--- config.mk ---
export PLATFORM = sky130hd
export DESIGN_NAME = conv_core_param
export DESIGN_NICKNAME = d
export VERILOG_FILES = /design/src/rtl/conv_pkg.sv /design/src/rtl/conv_core_param_mac.sv /design/src/rtl/conv_core_param.sv
export SDC_FILE = /design/constraint.sdc
export NUM_CORES = 2
export LEC_CHECK = 0
export ABC_AREA = 0
export ABC_CLOCK_PERIOD_IN_PS = 29900
export CELL_PAD_IN_SITES_DETAIL_PLACEMENT = 1
export CELL_PAD_IN_SITES_GLOBAL_PLACEMENT = 1
export CORE_AREA = 2 2 297 299
export CTS_CLUSTER_SIZE = 8
export DETAILED_ROUTE_END_ITERATION = 12
export DIE_AREA = 0 0 299 301
export PLACE_DENSITY_LB_ADDON = 0.08
export SETUP_SLACK_MARGIN = 0.05
export SYNTH_ARGS = -nofsm -noshare
export SYNTH_HDL_FRONTEND = slang
export SYNTH_SLANG_ARGS = --single-unit
--- constraint.sdc ---
create_clock -name clk -period 29.9 [get_ports clk]
set_input_delay 5.98 -clock clk [delete_from_list [all_inputs] [get_ports clk]]
set_output_delay 5.98 -clock clk [all_outputs]
set_load 0.02 [all_outputs]
--- src/rtl/conv_pkg.sv ---
// Shared types, constants and helpers for the parametrised 1-D convolution core.
// Imported by the core top and its multiply-accumulate unit.
package conv_pkg;

  typedef enum logic [2:0] {
    S_IDLE,
    S_CHECK,
    S_ISSUE,
    S_MAC,
    S_WRITE,
    S_FIN
  } state_e;

  localparam logic MODE_FULL  = 1'b0;
  localparam logic MODE_VALID = 1'b1;

  localparam int CLAMP_AW = 160;
  localparam int CLAMP_DW = 64;

  function automatic int acc_w_f(input int dw, input int aw);
    return 2 * dw + aw + 1;
  endfunction

  // acc arrives already sign/zero extended to CLAMP_AW bits
  function automatic logic [CLAMP_DW-1:0] sat_clamp(
    input logic [CLAMP_AW-1:0] acc,
    input int                  dw,
    input logic                sgn
  );
    logic [CLAMP_AW-1:0] one;
    logic [CLAMP_AW-1:0] hi;
    logic [CLAMP_AW-1:0] lo;
    one = CLAMP_AW'(1);
    if (sgn) begin
      hi = (one << (dw - 1)) - one;
      lo = ~hi;
      if ($signed(acc) > $signed(hi)) return hi[CLAMP_DW-1:0];
      if ($signed(acc) < $signed(lo)) return lo[CLAMP_DW-1:0];
    end else begin
      hi = (one << dw) - one;
      if (acc > hi) return hi[CLAMP_DW-1:0];
    end
    return acc[CLAMP_DW-1:0];
  endfunction

endpackage

--- src/rtl/conv_core_param_mac.sv ---
// Registered multiply-accumulate with clear and enable.
// Product is full precision, extended to the accumulator width per SIGNED.
module conv_mac_unit
  import conv_pkg::*;
#(
  parameter int DATA_W = 32,
  parameter int ACC_W  = acc_w_f(32, 5),
  parameter int SIGNED = 1
) (
  input  logic              clk,
  input  logic              rst_a,
  input  logic              en,
  input  logic              clr,
  input  logic              acc_en,
  input  logic [DATA_W-1:0] a,
  input  logic [DATA_W-1:0] b,
  output logic [ACC_W-1:0]  acc
);

  localparam logic SGN = (SIGNED != 0);

  logic [2*DATA_W-1:0] a_ext;
  logic [2*DATA_W-1:0] b_ext;
  logic [2*DATA_W-1:0] prod;
  logic [ACC_W-1:0]    prod_ext;
  logic [ACC_W-1:0]    acc_d;
  logic [ACC_W-1:0]    acc_q;

  // low 2*DATA_W bits of the extended product are exact either way
  assign a_ext    = {{DATA_W{SGN & a[DATA_W-1]}}, a};
  assign b_ext    = {{DATA_W{SGN & b[DATA_W-1]}}, b};
  assign prod     = a_ext * b_ext;
  assign prod_ext = {{(ACC_W-2*DATA_W){SGN & prod[2*DATA_W-1]}}, prod};

  always_comb begin
    acc_d = acc_q;
    if (clr) begin
      acc_d = '0;
    end else if (acc_en) begin
      acc_d = acc_q + prod_ext;
    end
  end

  always_ff @(posedge clk) begin
    if (!rst_a) begin
      acc_q <= '0;
    end else if (en) begin
      acc_q <= acc_d;
    end
  end

  assign acc = acc_q;

endmodule

--- src/rtl/conv_core_param.sv ---
// 1-D convolution engine: FULL/VALID, signed/unsigned, optional saturation.
// Reads X/Y through synchronous ports, writes Z one word per output index.
module conv_core_param
  import conv_pkg::*;
#(
  parameter int DATA_W = 32,
  parameter int ADDR_W = 5,
  parameter int SIGNED = 1,
  parameter int ACC_W  = acc_w_f(DATA_W, ADDR_W)
) (
  input  logic              clk,
  input  logic              rst_a,
  input  logic              en_s,
  input  logic              start,
  input  logic              mode,
  input  logic              sat_en,
  input  logic [ADDR_W:0]   size_x,
  input  logic [ADDR_W:0]   size_y,
  output logic [ADDR_W-1:0] x_addr,
  input  logic [DATA_W-1:0] x_rdata,
  output logic [ADDR_W-1:0] y_addr,
  input  logic [DATA_W-1:0] y_rdata,
  output logic [ADDR_W:0]   z_addr,
  output logic [DATA_W-1:0] z_wdata,
  output logic              z_we,
  output logic              busy,
  output logic              done,
  output logic              err,
  output logic [ADDR_W:0]   z_len
);

  localparam int SW = ADDR_W + 1;
  localparam int IW = ADDR_W + 2;
  localparam logic [IW-1:0] MAX_LEN = IW'(1 << ADDR_W);
  localparam logic SGN = (SIGNED != 0);

  state_e st_q, st_d;
  logic [IW-1:0] sx_q, sx_d, sy_q, sy_d;
  logic          mode_q, mode_d, sat_q, sat_d;
  logic [IW-1:0] n_q, n_d, k_q, k_d;
  logic [ADDR_W-1:0] xa_q, xa_d, ya_q, ya_d;
  logic [ADDR_W-1:0] rx_q, rx_d, ry_q, ry_d;
  logic [SW-1:0] za_q, za_d, zl_q, zl_d;
  logic          busy_q, busy_d, done_q, done_d;
  logic          err_q, err_d;

  logic [IW-1:0] kmax_c, n_last, k_ld;
  logic          bad, load, mac_clr, mac_acc;
  logic [ACC_W-1:0]    acc;
  logic [CLAMP_AW-1:0] acc_ext;
  logic [CLAMP_DW-1:0] clamped;

  function automatic logic [IW-1:0] kmin_f(
    input logic [IW-1:0] n,
    input logic [IW-1:0] sy
  );
    return (n >= sy) ? n - sy + IW'(1) : '0;
  endfunction

  assign kmax_c = (n_q < sx_q) ? n_q : sx_q - IW'(1);
  assign n_last = (mode_q == MODE_VALID) ? sx_q - IW'(1)
                                         : sx_q + sy_q - IW'(2);
  assign bad = (sx_q == '0) || (sy_q == '0)
            || (sx_q > MAX_LEN) || (sy_q > MAX_LEN)
            || ((mode_q == MODE_VALID) && (sx_q < sy_q));

  always_comb begin
    st_d    = st_q;
    sx_d    = sx_q;
    sy_d    = sy_q;
    mode_d  = mode_q;
    sat_d   = sat_q;
    n_d     = n_q;
    k_d     = k_q;
    xa_d    = xa_q;
    ya_d    = ya_q;
    rx_d    = xa_q;
    ry_d    = ya_q;
    za_d    = za_q;
    zl_d    = zl_q;
    busy_d  = busy_q;
    done_d  = 1'b0;
    err_d   = err_q;
    load    = 1'b0;
    mac_clr = 1'b0;
    mac_acc = 1'b0;
    unique case (st_q)
      S_IDLE: begin
        if (start) begin
          sx_d   = IW'(size_x);
          sy_d   = IW'(size_y);
          mode_d = mode;
          sat_d  = sat_en;
          busy_d = 1'b1;
          err_d  = 1'b0;
          za_d   = '0;
          st_d   = S_CHECK;
        end
      end
      S_CHECK: begin
        if (bad) begin
          err_d = 1'b1;
          st_d  = S_FIN;
        end else begin
          n_d  = (mode_q == MODE_VALID) ? sy_q - IW'(1) : '0;
          load = 1'b1;
          st_d = S_ISSUE;
        end
      end
      S_ISSUE, S_MAC: begin
        // address runs one term ahead of the accumulator
        if (IW'(xa_q) < kmax_c) begin
          xa_d = xa_q + 1'b1;
          ya_d = ya_q - 1'b1;
        end
        if (st_q == S_ISSUE) begin
          mac_clr = 1'b1;
          st_d    = S_MAC;
        end else begin
          mac_acc = 1'b1;
          if (k_q == kmax_c) st_d = S_WRITE;
          else k_d = k_q + IW'(1);
        end
      end
      S_WRITE: begin
        za_d = za_q + 1'b1;
        if (n_q == n_last) begin
          st_d = S_FIN;
        end else begin
          n_d  = n_q + IW'(1);
          load = 1'b1;
          st_d = S_ISSUE;
        end
      end
      S_FIN: begin
        done_d = 1'b1;
        busy_d = 1'b0;
        zl_d   = za_q;
        st_d   = S_IDLE;
      end
      default: st_d = S_IDLE;
    endcase
    k_ld = kmin_f(n_d, sy_q);
    if (load) begin
      k_d  = k_ld;
      xa_d = ADDR_W'(k_ld);
      ya_d = ADDR_W'(n_d - k_ld);
    end
  end

  always_ff @(posedge clk) begin
    if (!rst_a) begin
      st_q   <= S_IDLE;
      sx_q   <= '0;
      sy_q   <= '0;
      mode_q <= 1'b0;
      sat_q  <= 1'b0;
      n_q    <= '0;
      k_q    <= '0;
      xa_q   <= '0;
      ya_q   <= '0;
      rx_q   <= '0;
      ry_q   <= '0;
      za_q   <= '0;
      zl_q   <= '0;
      busy_q <= 1'b0;
      done_q <= 1'b0;
      err_q  <= 1'b0;
    end else if (en_s) begin
      st_q   <= st_d;
      sx_q   <= sx_d;
      sy_q   <= sy_d;
      mode_q <= mode_d;
      sat_q  <= sat_d;
      n_q    <= n_d;
      k_q    <= k_d;
      xa_q   <= xa_d;
      ya_q   <= ya_d;
      rx_q   <= rx_d;
      ry_q   <= ry_d;
      za_q   <= za_d;
      zl_q   <= zl_d;
      busy_q <= busy_d;
      done_q <= done_d;
      err_q  <= err_d;
    end
  end

  conv_mac_unit #(
    .DATA_W(DATA_W),
    .ACC_W (ACC_W),
    .SIGNED(SIGNED)
  ) u_mac (
    .clk   (clk),
    .rst_a (rst_a),
    .en    (en_s),
    .clr   (mac_clr),
    .acc_en(mac_acc),
    .a     (x_rdata),
    .b     (y_rdata),
    .acc   (acc)
  );

  assign acc_ext = {{(CLAMP_AW-ACC_W){SGN & acc[ACC_W-1]}}, acc};
  assign clamped = sat_clamp(acc_ext, DATA_W, SGN);

  // while stalled, re-present the address whose data is on rdata
  assign x_addr  = en_s ? xa_q : rx_q;
  assign y_addr  = en_s ? ya_q : ry_q;
  assign z_addr  = za_q;
  assign z_we    = (st_q == S_WRITE) && en_s;
  assign z_wdata = !z_we ? '0
                 : sat_q ? clamped[DATA_W-1:0] : acc[DATA_W-1:0];
  assign busy    = busy_q;
  assign done    = done_q;
  assign err     = err_q;
  assign z_len   = zl_q;

endmodule

* Yosys cells after proc, flatten, opt, wreduce, memory -nomap -nowiden *
Index checks and enable logic that the tools add are counted.

cells by class
  add/subtract/negate cells = 13
  $mul = 1
  order comparisons = 8
  equality and inequality tests = 12
  muxes and demuxes = 51
  reduce and logical (&&, ||, !) cells = 25

operators with widths
  cell                                                             number
  two-way mux 32 bit                                               6
  two-way mux 70 bit                                               2
  adder 70 bit                                                     1
  greater-than comparator 70 x 32 -> 1 bit, second input constant  1
  less-than comparator 70 x 32 -> 1 bit, second input constant     1
  two-way mux 7 bit                                                10
  multiplier 32 x 32 -> 64 bit                                     1
  two-way mux 5 bit                                                8
  adder 7 x 1 -> 7 bit, second input constant                      3
  two-way mux 3 bit                                                5
  AND reduction 3 bit                                              5
  == test 7 bit                                                    2
  logical NOT 7 bit                                                2
  case mux 7 bit (2 select lines)                                  1
  subtractor 6 x 1 -> 7 bit, second input constant                 2
  two-way mux 1 bit                                                13
  greater-than comparator 6 bit, second input constant             2
  case mux 3 bit (4 select lines)                                  1
  case mux 6 bit (2 select lines)                                  1
  nonzero test 2 bit                                               6
  != test 2 bit, second input constant                             4
  AND reduction 4 bit                                              2
  adder 6 x 6 -> 7 bit                                             1
  >= comparator 7 x 6 -> 1 bit                                     1
  20 further kinds                                                 29

storage, ports and cells
  register bits after elaboration = 136
  input bits = 82
  output and inout port bits = 58
  word-level logic and storage cells = 127

* Logic depth before layout (Yosys ltp) *
  depth after elaboration = 12
  mapped depth = 43
  gate-level depth less buffers = 40

* By module *
From an unflattened synthesis, not the netlist that was laid out.

unflattened totals
  cell total of the unflattened synthesis = 5465
  area, all modules = 48061.1 um2

by module, submodules not included
  module           times used  cells an instance  area an instance (um2)  seq. area each (um2)
  conv_mac_unit    1           4711               42358.1                 1401.3
  conv_core_param  1           754                5703.0                  1321.3

* Worst setup path after synthesis *
Ideal clock, no wire load.

  path kind = input-to-reg
  start = in x_rdata[31]
  end = reg u_mac.acc_q[69], in the netlist u_mac.acc[69]
  arrival time = 15759 ps
  data required time = 29818 ps
  setup slack = 14059 ps
  stages on the path = 40
  buffers on the path = 3
  cell sequence = clkbuf_1 -> nand2_1 -> inv_1 -> fa_1 -> fa_1 -> fa_1 -> fa_1 -> inv_1 -> fa_1 -> inv_1 -> fa_1 -> inv_1 -> fa_1 -> inv_1 -> fa_1 -> ha_1 -> clkbuf_1 -> a21o_1 -> [4 not listed] -> a21o_1 -> a21o_1 -> a21o_1 -> a221oi_1 -> and2_1 -> xnor2_1 -> ha_1 -> clkbuf_1 -> a21o_1 -> a21oi_1 -> o21ai_0 -> a21oi_1 -> o21bai_1 -> a21oi_1 -> o22ai_1 -> a211o_1 -> or3b_2 -> o2111ai_1

between the ends
  longest elaborated chain between the ends = 4

RTL lines
  what                          RTL line                   text
  from (decl)                   conv_core_param.sv:20      input logic [DATA_W-1:0] x_rdata,
  multiplier 32 x 32 -> 64 bit  conv_core_param_mac.sv:32  assign prod = a_ext * b_ext;
  adder 70 bit                  conv_core_param_mac.sv:40  acc_d = acc_q + prod_ext;
  two-way mux 70 bit            conv_core_param_mac.sv:39  end else if (acc_en) begin
  two-way mux 70 bit            conv_core_param_mac.sv:37  if (clr) begin
  to (signal assigned)          conv_core_param_mac.sv:46  acc_q <= '0;
  to (signal assigned)          conv_core_param_mac.sv:48  acc_q <= acc_d;
  to (decl)                     conv_core_param_mac.sv:27  logic [ACC_W-1:0] acc_q;

Every way passes these cells. The select of a mux whose other input is x is not followed.
A chain may end at the register's enable or synchronous reset.

* Worst setup path in the final report *
  start = in y_rdata[5]
  end = reg u_mac.acc_q[69], in the netlist u_mac.acc[69]

between the ends
  longest elaborated chain between the ends = 4

RTL lines
  what                          RTL line                   text
  from (decl)                   conv_core_param.sv:22      input logic [DATA_W-1:0] y_rdata,
  multiplier 32 x 32 -> 64 bit  conv_core_param_mac.sv:32
  adder 70 bit                  conv_core_param_mac.sv:40
  two-way mux 70 bit            conv_core_param_mac.sv:39
  two-way mux 70 bit            conv_core_param_mac.sv:37

Every way passes these cells. The select of a mux whose other input is x is not followed.

==> summary.md <==
| Metric | Value |
|---|---|
| Async SR Flop Fraction | `0` |
| Die Wd | `299 um` |
| # H-tree levels | `4` |
| Reg2Reg Depth | `26` |
| Final Hold Vio Count | `0` |
| Ys Warns | `0` |
| Largest area contributor in the netlist | `fa_1` |
| CP peak stage delay | `1.09 ns` |
| Cell Area, Synth | `47,500 um2` |
| Vias per cell | `5.77` |
| Nets | `6,812` |
| Skew final | `0.0120 ns` |
| Fmax achieved | `0.0587 GHz` |
| Final wirelength | `143 mm` |
| CP delay by family, top | `adder cells` |
| Worst path buffer plus inverter count | `7` |
| Placed inst area | `49,700 um2` |
| Crit path capture type | `register` |
| Initial core utilization | `0.549` |
| Cells after synthesis | `5,402` |
| Largest cells by area after synthesis | `fa_1 46%, inv_1 8.2%, ha_1 8.0%` |
| RSZ-0062 raised after global routing | `no` |
| CTS tree | `done` |
| Post-synth EDFFs | `0` |
| Die Area | `90,000 um2` |
| Port Buffer Count | `139` |
| Row count | `108` |
| R2R Path End | `ry_d[4]$_SDFFE_PN0P_` |
| Worst slew pin tran | `1.23 ns` |
| Most used cell, CP | `fa_1` |
| Post-cts resize count | `0` |
| ANT nets after route | `0` |
| Root buf cell | `clkbuf_16` |
| Setup repair bufs after CTS | `0` |
| Fillcell total | `10,088` |
| DR iter-0 viols | `2,093` |
| Crit path kind | `input pin to register` |
| Area growth from synthesis to layout | `5.97%` |
| Synth top cells by count | `1,087 x fa_1, 1,037 x inv_1, 756 x nand2_1` |
| Final setup viols | `0` |
| Worst-path fanout max | `32` |
| Register bit total from synthesis | `136` |
| Die H | `301 um` |
| Worst path slowest cell | `fa_1` |
| Synth cell types | `80` |
| Worst EP arrival | `17.41 ns` |
| Synthesized area per cell | `8.79 um2` |
| R2R setup slack | `22.52 ns` |
| # clock sinks | `136` |
| CTS clk-pin slew, worst paths | `0.07 ns` |
| Ys flop type | `dfxtp_1` |
| Syn Nets | `6,876` |
| Min-delay src | `done$_SDFFE_PN0P_` |
| Total grt overflow | `0` |
| Max clock buf depth | `2` |
| WL per Instance | `22.0 um` |
| Vias | `37,561` |
| Total CTS buffers | `17` |
| First-pass GRT wire length | `232 mm` |
| Clock latency on the worst-skew pair | `0.45 ns` |
| Core footprint | `86,500 um2` |
| Worst Hold Depth | `2` |
| Sequential share of the synthesized area | `0.0573` |
| Post-route cell area | `50,300 um2` |
| Worst path required time | `30.28 ns` |
| Hold Buf Count CTS | `0` |
| Startpoint types | `input pin` |
| Fin crit period | `17.04 ns` |
| Drt pass-1 iters | `5` |
| Maxcap violations | `0` |
| Hold Path Class | `register to register` |
| GR Util All Layers | `0.327` |
| Most common cell in the netlist | `fa_1` |
| Final Wtd Congestion | `0.881` |
| Detailed placer's ending HPWL | `117 mm` |
| # IOs | `140` |
| Share of cells above drive strength 1 | `0.0278` |
| Top-area cell type share of the netlist area | `0.458` |
| Vias in the first global route | `42,975` |
| Worst Hold Endpoint | `done$_SDFFE_PN0P_` |
| Crit Reg-Reg Startpoint | `sx_q[2]$_SDFFE_PN0P_` |
| Initial antenna violation count | `2` |
| Outcome | `finished clean` |
| Residual DRC | `0` |
| Setup TNS | `0 ns` |
| Slew Viols, Final | `0` |
| Tcrit/Tclk final | `0.570` |
| Largest net degree at the start of global routing | `57` |
| Relative slew margins | `0.175` |
state kept, by name (all words and copies together) (netlist names), 3 cells and up:
name,cells
k_q,7
n_q,7
rx_d,5
rx_q,5
ry_d,5
ry_q,5
st_q,3
sx_q,6
sy_q,6
u_mac.acc,70
z_addr,6
z_len,6
cells by family (layout without fill, tap and decap cells):
group                    count (synthesis)  in the layout  share of synthesized area
flip-flops                             136            136                     0.0573
adder cells (fa/ha/maj)               1392           1392                      0.538
multiplexers                            27             27                    0.00598
XOR/XNOR                               172            172                     0.0317
AND/OR/NAND/NOR                       1680           1680                      0.171
buffers and inverters                 1324           1273                      0.105
other                                    0              1                          0
AO/OA/AOI/OAI                          671            671                     0.0904
worst max-delay path by stage:
stage / slack, ns / end / from / depth (start not counted)
CTS: 12.94 / u_mac.acc[69]$_SDFFE_PN0P_ / y_rdata[5] / 40
floorplan: 14.06 / u_mac.acc[69]$_SDFFE_PN0P_ / x_rdata[31] / 40
finish: 12.86 / u_mac.acc[69]$_SDFFE_PN0P_ / y_rdata[5] / 40
global route: 12.26 / u_mac.acc[69]$_SDFFE_PN0P_ / y_rdata[5] / 40
global placement: 12.86 / u_mac.acc[69]$_SDFFE_PN0P_ / y_rdata[5] / 39
detailed placement: 12.52 / u_mac.acc[69]$_SDFFE_PN0P_ / y_rdata[5] / 39
metrics by stage:
step           hold slack (ns)   util  cells  setup WS (ns)
4_1_cts                  0.473  0.582   6506          12.94
6_report                 0.474  0.582   6507          12.86
3_3_place_gp             0.452  0.575   6474          12.86
5_1_grt                  0.501  0.582   6506          12.26
2_1_floorplan            0.449      -   5402          14.06
3_5_place_dp             0.464  0.575   6474          12.52
area by class of cell:
| class | instances | area [um2] | area share |
|---|---|---|---|
| clock buffer | 18 | 429 | 0.00852 |
| tap | 1155 | 1450 | 0.0287 |
| sequential | 136 | 2720 | 0.0541 |
| multi-input combinational | 3942 | 39800 | 0.791 |
| timing repair buffer | 204 | 1820 | 0.0362 |
| clock inverter | 14 | 199 | 0.00395 |
| antenna | 1 | 2.50 | 0.0000497 |
| inverter | 1037 | 3890 | 0.0773 |
worst min-delay path: cells and delay by family (launching register included):
family          cells  cell delay [ns]
flops               1             0.31
simple gates        1             0.06
compound gates      1             0.06
cell usage in the layout, fill, tap and decap left out, types with 7 or more instances in the layout:
cell type,synthesis,layout
nor3_1,28,27
nor4_1,17,17
nand3_1,58,58
nand2b_1,30,30
nand3b_1,7,7
a211o_1,7,7
buf_2,2,11
dfxtp_1,136,136
mux2i_1,16,16
mux2_2,11,11
clkbuf_16,0,17
and3_1,21,21
a31oi_1,30,30
a221oi_1,9,9
a21oi_1,215,215
o21bai_1,20,20
nand4_1,43,43
xor2_1,60,60
and2_1,462,462
clkdlybuf4s50_1,0,128
o21ai_0,115,115
o21a_1,17,17
xnor2_1,112,112
nor2b_1,19,19
a21o_1,105,105
a211oi_1,19,19
o31ai_1,8,8
nand2_1,756,755
nor2_1,192,192
ha_1,305,305
a22oi_1,45,45
buf_4,0,65
o211ai_1,13,13
inv_1,1037,1036
fa_1,1087,1087
metal layers:
layer | track usage | wire length [um] | vias to the layer above
met2 | 0.599 | 75500 | 930
met3 | 0.0290 | 5070 | 308
met1 | 0.409 | 57500 | 19946
met5 | 0 | 0 | -
li1 | - | - | 16377
met4 | 0.103 | 4850 | 0
Power is left out: the tool's default activity adds up to more than one toggle a clock period on the data nets, which glitch-free logic cannot reach.
